`src/rtl/mem_write_buffer_ctrl.sv`:
```
// Posted-store write buffer plus load sequencer in front of memoria_compartilhada.
// Latency: a store drains one cycle after it is buffered; a load returns cpu_rvalid RD_LAT+1 cycles after accept.
// Backpressure: stores stall while the buffer is full; loads stall until the buffer and the last write pulse have cleared.
//
// Ports:
//   clock, reset                      rising-edge clock, asynchronous active-high reset
//   cpu_req/cpu_we/cpu_addr/cpu_wdata CPU request, held until cpu_ready
//   cpu_ready                         combinational accept for the current cycle
//   cpu_rvalid/cpu_rdata              one-cycle load return pulse; data held until the next return
//   mem_endereco/mem_indata           registered memory address / write data
//   mem_lerMem/mem_escMem             registered memory read / write enables
//   mem_output                        memory read data
//   wb_count                          occupied write-buffer entries
module mem_write_buffer_ctrl #(
    parameter int ADDR_W = 32,
    parameter int DATA_W = 32,
    parameter int DEPTH  = 4,
    parameter int RD_LAT = 1
) (
    input  logic                     clock,
    input  logic                     reset,
    input  logic                     cpu_req,
    input  logic                     cpu_we,
    input  logic [ADDR_W-1:0]        cpu_addr,
    input  logic [DATA_W-1:0]        cpu_wdata,
    output logic                     cpu_ready,
    output logic                     cpu_rvalid,
    output logic [DATA_W-1:0]        cpu_rdata,
    output logic [ADDR_W-1:0]        mem_endereco,
    output logic [DATA_W-1:0]        mem_indata,
    output logic                     mem_lerMem,
    output logic                     mem_escMem,
    input  logic [DATA_W-1:0]        mem_output,
    output logic [$clog2(DEPTH):0]   wb_count
);
    localparam int PTR_W = $clog2(DEPTH);
    localparam int CNT_W = PTR_W + 1;
    localparam int LAT_W = (RD_LAT > 1) ? $clog2(RD_LAT) : 1;
    localparam logic [CNT_W-1:0] FULL_CNT = CNT_W'(DEPTH);

    typedef enum logic [1:0] {
        IDLE    = 2'd0,
        RD_WAIT = 2'd1,
        RD_RESP = 2'd2
    } state_t;

    state_t              r_state;
    logic [ADDR_W-1:0]   r_fifo_addr [DEPTH];
    logic [DATA_W-1:0]   r_fifo_data [DEPTH];
    logic [PTR_W-1:0]    r_wr_ptr;
    logic [PTR_W-1:0]    r_rd_ptr;
    logic [CNT_W-1:0]    r_count;
    logic [LAT_W-1:0]    r_lat_cnt;
    logic [ADDR_W-1:0]   r_endereco;
    logic [DATA_W-1:0]   r_indata;
    logic [DATA_W-1:0]   r_rdata;
    logic                r_lerMem;
    logic                r_escMem;
    logic                r_rvalid;

    logic                w_push;
    logic                w_pop;
    logic                w_ld_acc;

    // Fullness is judged on the registered count, so a pop in the same cycle
    // never frees a slot early: a store into a full buffer always waits a cycle.
    assign w_push   = ~reset & cpu_req & cpu_we & (r_count < FULL_CNT);
    assign w_pop    = (r_state == IDLE) & (r_count != '0);
    // A load only starts once every earlier store has actually reached memory,
    // including the one whose write pulse is on the bus right now.
    assign w_ld_acc = ~reset & cpu_req & ~cpu_we & (r_state == IDLE) &
                      (r_count == '0) & ~r_escMem;

    assign cpu_ready    = w_push | w_ld_acc;
    assign cpu_rvalid   = r_rvalid;
    assign cpu_rdata    = r_rdata;
    assign mem_endereco = r_endereco;
    assign mem_indata   = r_indata;
    assign mem_lerMem   = r_lerMem;
    assign mem_escMem   = r_escMem;
    assign wb_count     = r_count;

    // Entry storage needs no reset: occupancy is tracked by the pointers/count.
    always_ff @(posedge clock) begin
        if (w_push) begin
            r_fifo_addr[r_wr_ptr] <= cpu_addr;
            r_fifo_data[r_wr_ptr] <= cpu_wdata;
        end
    end

    always_ff @(posedge clock or posedge reset) begin
        if (reset) begin
            r_state    <= IDLE;
            r_wr_ptr   <= '0;
            r_rd_ptr   <= '0;
            r_count    <= '0;
            r_lat_cnt  <= '0;
            r_endereco <= '0;
            r_indata   <= '0;
            r_rdata    <= '0;
            r_lerMem   <= 1'b0;
            r_escMem   <= 1'b0;
            r_rvalid   <= 1'b0;
        end else begin
            if (w_push) r_wr_ptr <= r_wr_ptr + PTR_W'(1);
            if (w_pop)  r_rd_ptr <= r_rd_ptr + PTR_W'(1);
            case ({w_push, w_pop})
                2'b10:   r_count <= r_count + CNT_W'(1);
                2'b01:   r_count <= r_count - CNT_W'(1);
                default: r_count <= r_count;
            endcase

            r_escMem <= 1'b0;
            r_rvalid <= 1'b0;

            case (r_state)
                IDLE: begin
                    if (w_pop) begin
                        r_endereco <= r_fifo_addr[r_rd_ptr];
                        r_indata   <= r_fifo_data[r_rd_ptr];
                        r_escMem   <= 1'b1;
                    end else if (w_ld_acc) begin
                        r_endereco <= cpu_addr;
                        r_lerMem   <= 1'b1;
                        r_lat_cnt  <= LAT_W'(RD_LAT - 1);
                        r_state    <= RD_WAIT;
                    end
                end
                RD_WAIT: begin
                    if (r_lat_cnt == '0) begin
                        r_lerMem <= 1'b0;
                        r_rdata  <= mem_output;
                        r_rvalid <= 1'b1;
                        r_state  <= RD_RESP;
                    end else begin
                        r_lat_cnt <= r_lat_cnt - LAT_W'(1);
                    end
                end
                RD_RESP: r_state <= IDLE;
                default: r_state <= IDLE;
            endcase
        end
    end
endmodule
```
`config.mk`:
```
export PLATFORM = sky130hd
export DESIGN_NAME = mem_write_buffer_ctrl
export DESIGN_NICKNAME = d
export VERILOG_FILES = /design/src/rtl/mem_write_buffer_ctrl.sv
export SDC_FILE = /design/constraint.sdc
export NUM_CORES = 1
export LEC_CHECK = 0
export ABC_AREA = 1
export CORE_MARGIN = 5
export CORE_UTILIZATION = 45
export CTS_BUF_LIST = sky130_fd_sc_hd__clkbuf_4 sky130_fd_sc_hd__clkbuf_8 sky130_fd_sc_hd__clkbuf_16
export CTS_CLUSTER_SIZE = 25
export DETAILED_ROUTE_END_ITERATION = 10
export HOLD_SLACK_MARGIN = 0.08
export PLACE_DENSITY_LB_ADDON = 0.15
export RECOVER_POWER = 50
export SLEW_MARGIN = 0
export SYNTH_ARGS = -nofsm -noshare
export SYNTH_HDL_FRONTEND = slang
export SYNTH_SLANG_ARGS = --single-unit
export TNS_END_PERCENT = 50
```
`constraint.sdc`:
```
create_clock -name clock -period 5.75 [get_ports clock]
set_input_delay 1.15 -clock clock [delete_from_list [all_inputs] [get_ports clock]]
set_output_delay 1.15 -clock clock [all_outputs]
set_load 0.005 [all_outputs]
```
==> reports/results.txt, run 1 <==
outcome - complete, but fails checks
failing checks - capacitance limit, slew limit
Leak - 7.64 nW
crit path launch type - primary input
Routed Antenna Nets - 0
Starting Density - 45.4%
fin util - 56.6%
clk_lat worst skew - 0.51 ns
Reg2Reg Launch Point - r_state[0]$_DFFE_PP0P_
Final Setup Violations - 0
Final Net Count - 1650
upper clock frequency limit - 215 MHz
CTS buffer count - 38
CTS resizes - 0
io pins - 203
Crit. Startpoint - reset
hold path start - cpu_rdata[14]$_DFFE_PP0P_
number of global-route vias before repair - 9700
commonest cells after routing, fill and taps aside - 388 x nand2_1, 256 x edfxtp_1, 175 x inv_1
worst r2r dst - mem_endereco[14]$_DFFE_PP0P_
CTS hold repair buffers - 0
r2r setup slk - 1.39 ns
Die H - 191 um
sequential area share after synthesis - 70.5%
Core Region - 0.0325 mm2
hold depth - 2
Crit. End Element - primary output
H-tree levels - 2
synthesized flop and latch total - 364
chip width - 191 um
Worst Skew - 0.0157 ns
Slew @ Worst Pin - 3.84 ns
largest net degree at the start of global routing - 99
register area - 0.0104 mm2
peak supply drop - 0.269 mV
max_cap viols - 2
Netlist cell types - 25
Final Wtd Congestion - 0.717
clk slew on worst S/H paths - 0.06 ns
commonest non-fill, non-tap cell in the layout - nand2_1
die area - 0.0365 mm2
crit-path max FO - 35
mean routed wirelength per cell - 16.8 um
HP Class - reg -> reg
CTS Root Cell - clkbuf_16
Setup TNS - 0 ns
Overall Global Routing Usage - 18.5%
setup bufs post-CTS - 0
Area Overhead vs Synth - 24.5%
Synth Warn # - 0
final worst-path cycle share - 80.7%
Post-DP Area - 0.0171 mm2
port bufs - 202
layout cell share with drive strength beyond 1 - 6.23%
Finished Cell Area - 0.0184 mm2
total chip power - 8.68 mW
Vias - 9780
multi-input gate area in the final layout - 0.00333 mm2
initial antenna violation count - 3
Relative slew margins - -156%
fin crit period - 4.64 ns
Synth Instances - 1358
first-pass GRT wire length - 53700 um
Worst Path Required - 4.60 ns
Post-Route WL - 33800 um
critical path class - in -> out
fillcell total - 2720
Avg Cell Area, Syn - 10.9 um2
DR pass1 iterations - 5
num rows - 66
Slew Limit Fails - 102
drt initial violations - 522
# DRC - 0
clk buf depth - 3
PwrDens - 473 mW/mm2
worst hold margin - 0.463 ns
RSZ-0062 raised after global routing - no
Mapped Nets - 1464
Synth Cell Area - 0.0147 mm2
total gr overflow - 0
clk sinks - 364
worst hold path endpoint - cpu_rdata[14]$_DFFE_PP0P_
Hold Fails Final Rpt - 0
CTS tree - done
worst path arrival time - 3.49 ns
hpwl dp - 19400 um
vias per inst - 4.85
R2R cell count - 7
## registers in the layout (all words and copies together), names as in the netlist
name          count
r_state           2
cpu_rvalid        1
r_rd_ptr          2
r_fifo_addr     128
r_wr_ptr          2
wb_count          3
mem_endereco     32
mem_indata       32
mem_lerMem        1
cpu_rdata        32
r_fifo_data     128
mem_escMem        1
## routing by layer
metal,GRT usage [%],part of all wire (%)
met5,0,0.038
met4,3.95,1.5
met3,3.67,6.3
met2,30.9,47
met1,25.4,45
## cell families after synthesis
kind of cell    share of synthesized area (%)
simple gates                             17.8
flops                                    70.5
compound gates                           3.76
fa+ha+maj                               0.560
buf+inv                                  7.20
xor+xnor                                0.238
## power by group
part	internal, mW	total (mW)	switching (mW)
clock network	1.48	2.46	0.977
registers	3.23	3.50	0.267
logic	1.13	2.71	1.58
total	5.85	8.68	2.83
## worst max-delay path, stage by stage
cell	delay (ns)
dlygate4sd3_1	0.70
clkinvlp_4	0.44
nand2_1	0.19
nor2_2	0.07
nand2_4	0.37
nand2_1	0.11
clkdlybuf4s50_1	0.46
## stage by stage
| step | setup WS (ns) | std cells |
|---|---|---|
| after floorplan | 0.517 | 1358 |
| after detailed placement | 1.05 | 1946 |
| after global routing | 0.845 | 2015 |
| final | 1.11 | 2016 |
| after global placement | 1.04 | 1946 |
| after CTS | 1.04 | 2015 |
## how the worst max path moves through the flow
stage / end / slack [ns] / cells after the start
after floorplan: r_fifo_addr[0][0]$_DFFE_PP_ / 0.52 / 3
after global placement: cpu_ready / 1.04 / 7
after detailed placement: cpu_ready / 1.05 / 7
after CTS: cpu_ready / 1.04 / 7
after global routing: cpu_ready / 0.84 / 7
final: cpu_ready / 1.11 / 7
## Yosys cell counts, drive strengths merged
cell type    n  area share (%)
nand2      393              10
edfxtp     256              52
inv        178             4.5
nand3      160             5.4
dfrtp      108              18
nor2        80             2.1
o21ai       66             2.2
buf         55             2.3
o22ai       32             1.4
clkbuf      15            0.39
ha           5            0.42
a21oi        4            0.16
xor2         3            0.18
fa           1            0.14
nand4        1           0.042
xnor2        1           0.059
## layout make-up
type,count,share of cell area [%]
Antenna cell,1,0.0136
Inverter,178,3.67
Multi-Input combinational cell,746,18.1
Timing Repair Buffer,216,11.7
Clock inverter,21,1.13
Tap cell,442,3.01
Clock buffer,48,5.75
Sequential cell,364,56.6
Power figures use the tool's default switching activity.
==> inputs of run 2 (changes only) <==
clock period = 4.14 ns   (was 5.75 ns; I/O delays follow)
==> reports/results.txt, run 2 (same netlist as run 1, synthesis figures left out) <==
outcome - complete, but fails checks
failing checks - capacitance limit, slew limit
Final Setup Violations - 0
first-pass GRT wire length - 55200 um
DR pass1 iterations - 5
hold depth - 2
clk buf depth - 3
Crit. End Element - primary output
worst hold margin - 0.465 ns
Regs by FF count - r_fifo_addr x128, r_fifo_data x128
PwrDens - 650 mW/mm2
Relative slew margins - -21.1%
Slew Limit Fails - 91
Worst Skew - 0.0156 ns
register area - 0.0104 mm2
Core Region - 0.0325 mm2
Place WS - 0.925 ns
multi-input gate area in the final layout - 0.00333 mm2
clk sinks - 364
Post-Route WL - 34600 um
chip width - 191 um
Die H - 191 um
r2r setup slk - 0.98 ns
crit-path max FO - 4
Starting Density - 45.4%
total chip power - 11.9 mW
fin crit period - 3.30 ns
commonest non-fill, non-tap cell in the layout - nand2_1
# DRC - 0
CTS resizes - 0
HP Class - reg -> reg
max_cap viols - 2
Leak - 7.64 nW
hpwl dp - 20100 um
critical path class - in -> out
worst r2r dst - mem_endereco[29]$_DFFE_PP0P_
CTS tree - done
fillcell total - 2739
H-tree levels - 2
final worst-path cycle share - 79.8%
worst hold path endpoint - cpu_rdata[2]$_DFFE_PP0P_
peak supply drop - 0.358 mV
layout cell share with drive strength beyond 1 - 6.58%
Routed Antenna Nets - 0
Area Overhead vs Synth - 24.3%
worst path arrival time - 2.48 ns
drt initial violations - 578
Final Net Count - 1658
total gr overflow - 0
Worst Path Required - 3.31 ns
R2R cell count - 7
port bufs - 202
CTS buffer count - 38
upper clock frequency limit - 303 MHz
Vias - 9937
commonest cells after routing, fill and taps aside - 389 x nand2_1, 256 x edfxtp_1, 174 x inv_1
clk_lat worst skew - 0.52 ns
number of global-route vias before repair - 10.0k
Final Wtd Congestion - 0.725
io pins - 203
setup bufs post-CTS - 0
Slew @ Worst Pin - 1.82 ns
CTS hold repair buffers - 0
mean routed wirelength per cell - 17.1 um
RSZ-0062 raised after global routing - no
largest net degree at the start of global routing - 81
setup ws final - 0.837 ns
vias per inst - 4.90
clk slew on worst S/H paths - 0.06 ns
hold path start - cpu_rdata[2]$_DFFE_PP0P_
CTS Root Cell - clkbuf_16
initial antenna violation count - 8
Hold Fails Final Rpt - 0
Reg2Reg Launch Point - wb_count[0]$_DFFE_PP0P_
crit path launch type - primary input
num rows - 66
die area - 0.0365 mm2
Overall Global Routing Usage - 19.2%
==> run 2: changes by cell type in the layout (fill, tap and decap cells not counted), moves of 2 or more <==
| cell | previous run | this run |
|---|---|---|
| clkinv_1 | 1 | 4 |
| clkdlybuf4s50_1 | 68 | 88 |
| diode_2 | 1 | 4 |
| bufinv_16 | 4 | 0 |
| buf_4 | 9 | 16 |
| clkbuf_8 | 2 | 5 |
| clkbuf_2 | 0 | 2 |
| clkinv_2 | 15 | 6 |
| clkbuf_4 | 7 | 12 |
| buf_12 | 2 | 0 |
| dlygate4sd3_1 | 134 | 114 |
==> run 2: worst max path at each step <==
stage                                  startpoint                           to  slack [ns]  cells after the start
after floorplan                             reset      wb_count[2]$_DFFE_PP0P_       -0.43                      8
after global placement                      reset                    cpu_ready        0.90                      7
after detailed placement                    reset                    cpu_ready        0.93                      7
after CTS                                   reset                    cpu_ready        0.91                      7
after global routing      wb_count[0]$_DFFE_PP0P_  mem_endereco[9]$_DFFE_PP0P_        0.55                      7
final                                       reset                    cpu_ready        0.84                      7
==> run 2: metrics by stage <==
| stage | std cells | cell area, um2 | TNS [ns] | util [%] |
|---|---|---|---|---|
| after global routing | 2025 | 18300 | 0 | 56.5 |
| after floorplan | 1358 | 14800 | -62.05 | - |
| after global placement | 1954 | 17100 | 0 | 52.8 |
| final | 2027 | 18300 | 0 | 56.5 |
| after CTS | 2023 | 18400 | 0 | 56.6 |
| after detailed placement | 1954 | 17100 | 0 | 52.8 |
==> run 2: cell type report <==
type / instances / area share [%]
sequential: 364 / 56.7
multi-input combinational: 746 / 18.1
timing repair buffer: 224 / 11.8
clock buffer: 56 / 6.19
inverter: 178 / 3.67
tap: 442 / 3.02
clock inverter: 13 / 0.396
antenna: 4 / 0.0546
==> run 2: report_power, final <==
group	switching, mW	leakage [nW]	internal, mW
combinational	2.20	3.52	1.59
clock	1.35	0.612	1.91
sequential	0.379	3.51	4.49
total	3.93	7.64	7.99
==> run 2: critical path, cell delays in order <==
cell and delay, ns:
dlygate4sd3_1 0.62, clkinvlp_2 0.15, nand2_1 0.06, nor2_1 0.18, nand2_4 0.06, nand2_1 0.06
clkdlybuf4s50_1 0.53
==> run 2: layer usage <==
layer	part of all wire, %	track usage (%)	vias to the layer above	wire length [um]
met3	6.8	4.36	63	2360
met1	44	26.2	4749	15400
met4	2.3	5.22	10	785
met2	46	31.1	280	16100
li1	-	-	4835	-
met5	0.16	0	-	56
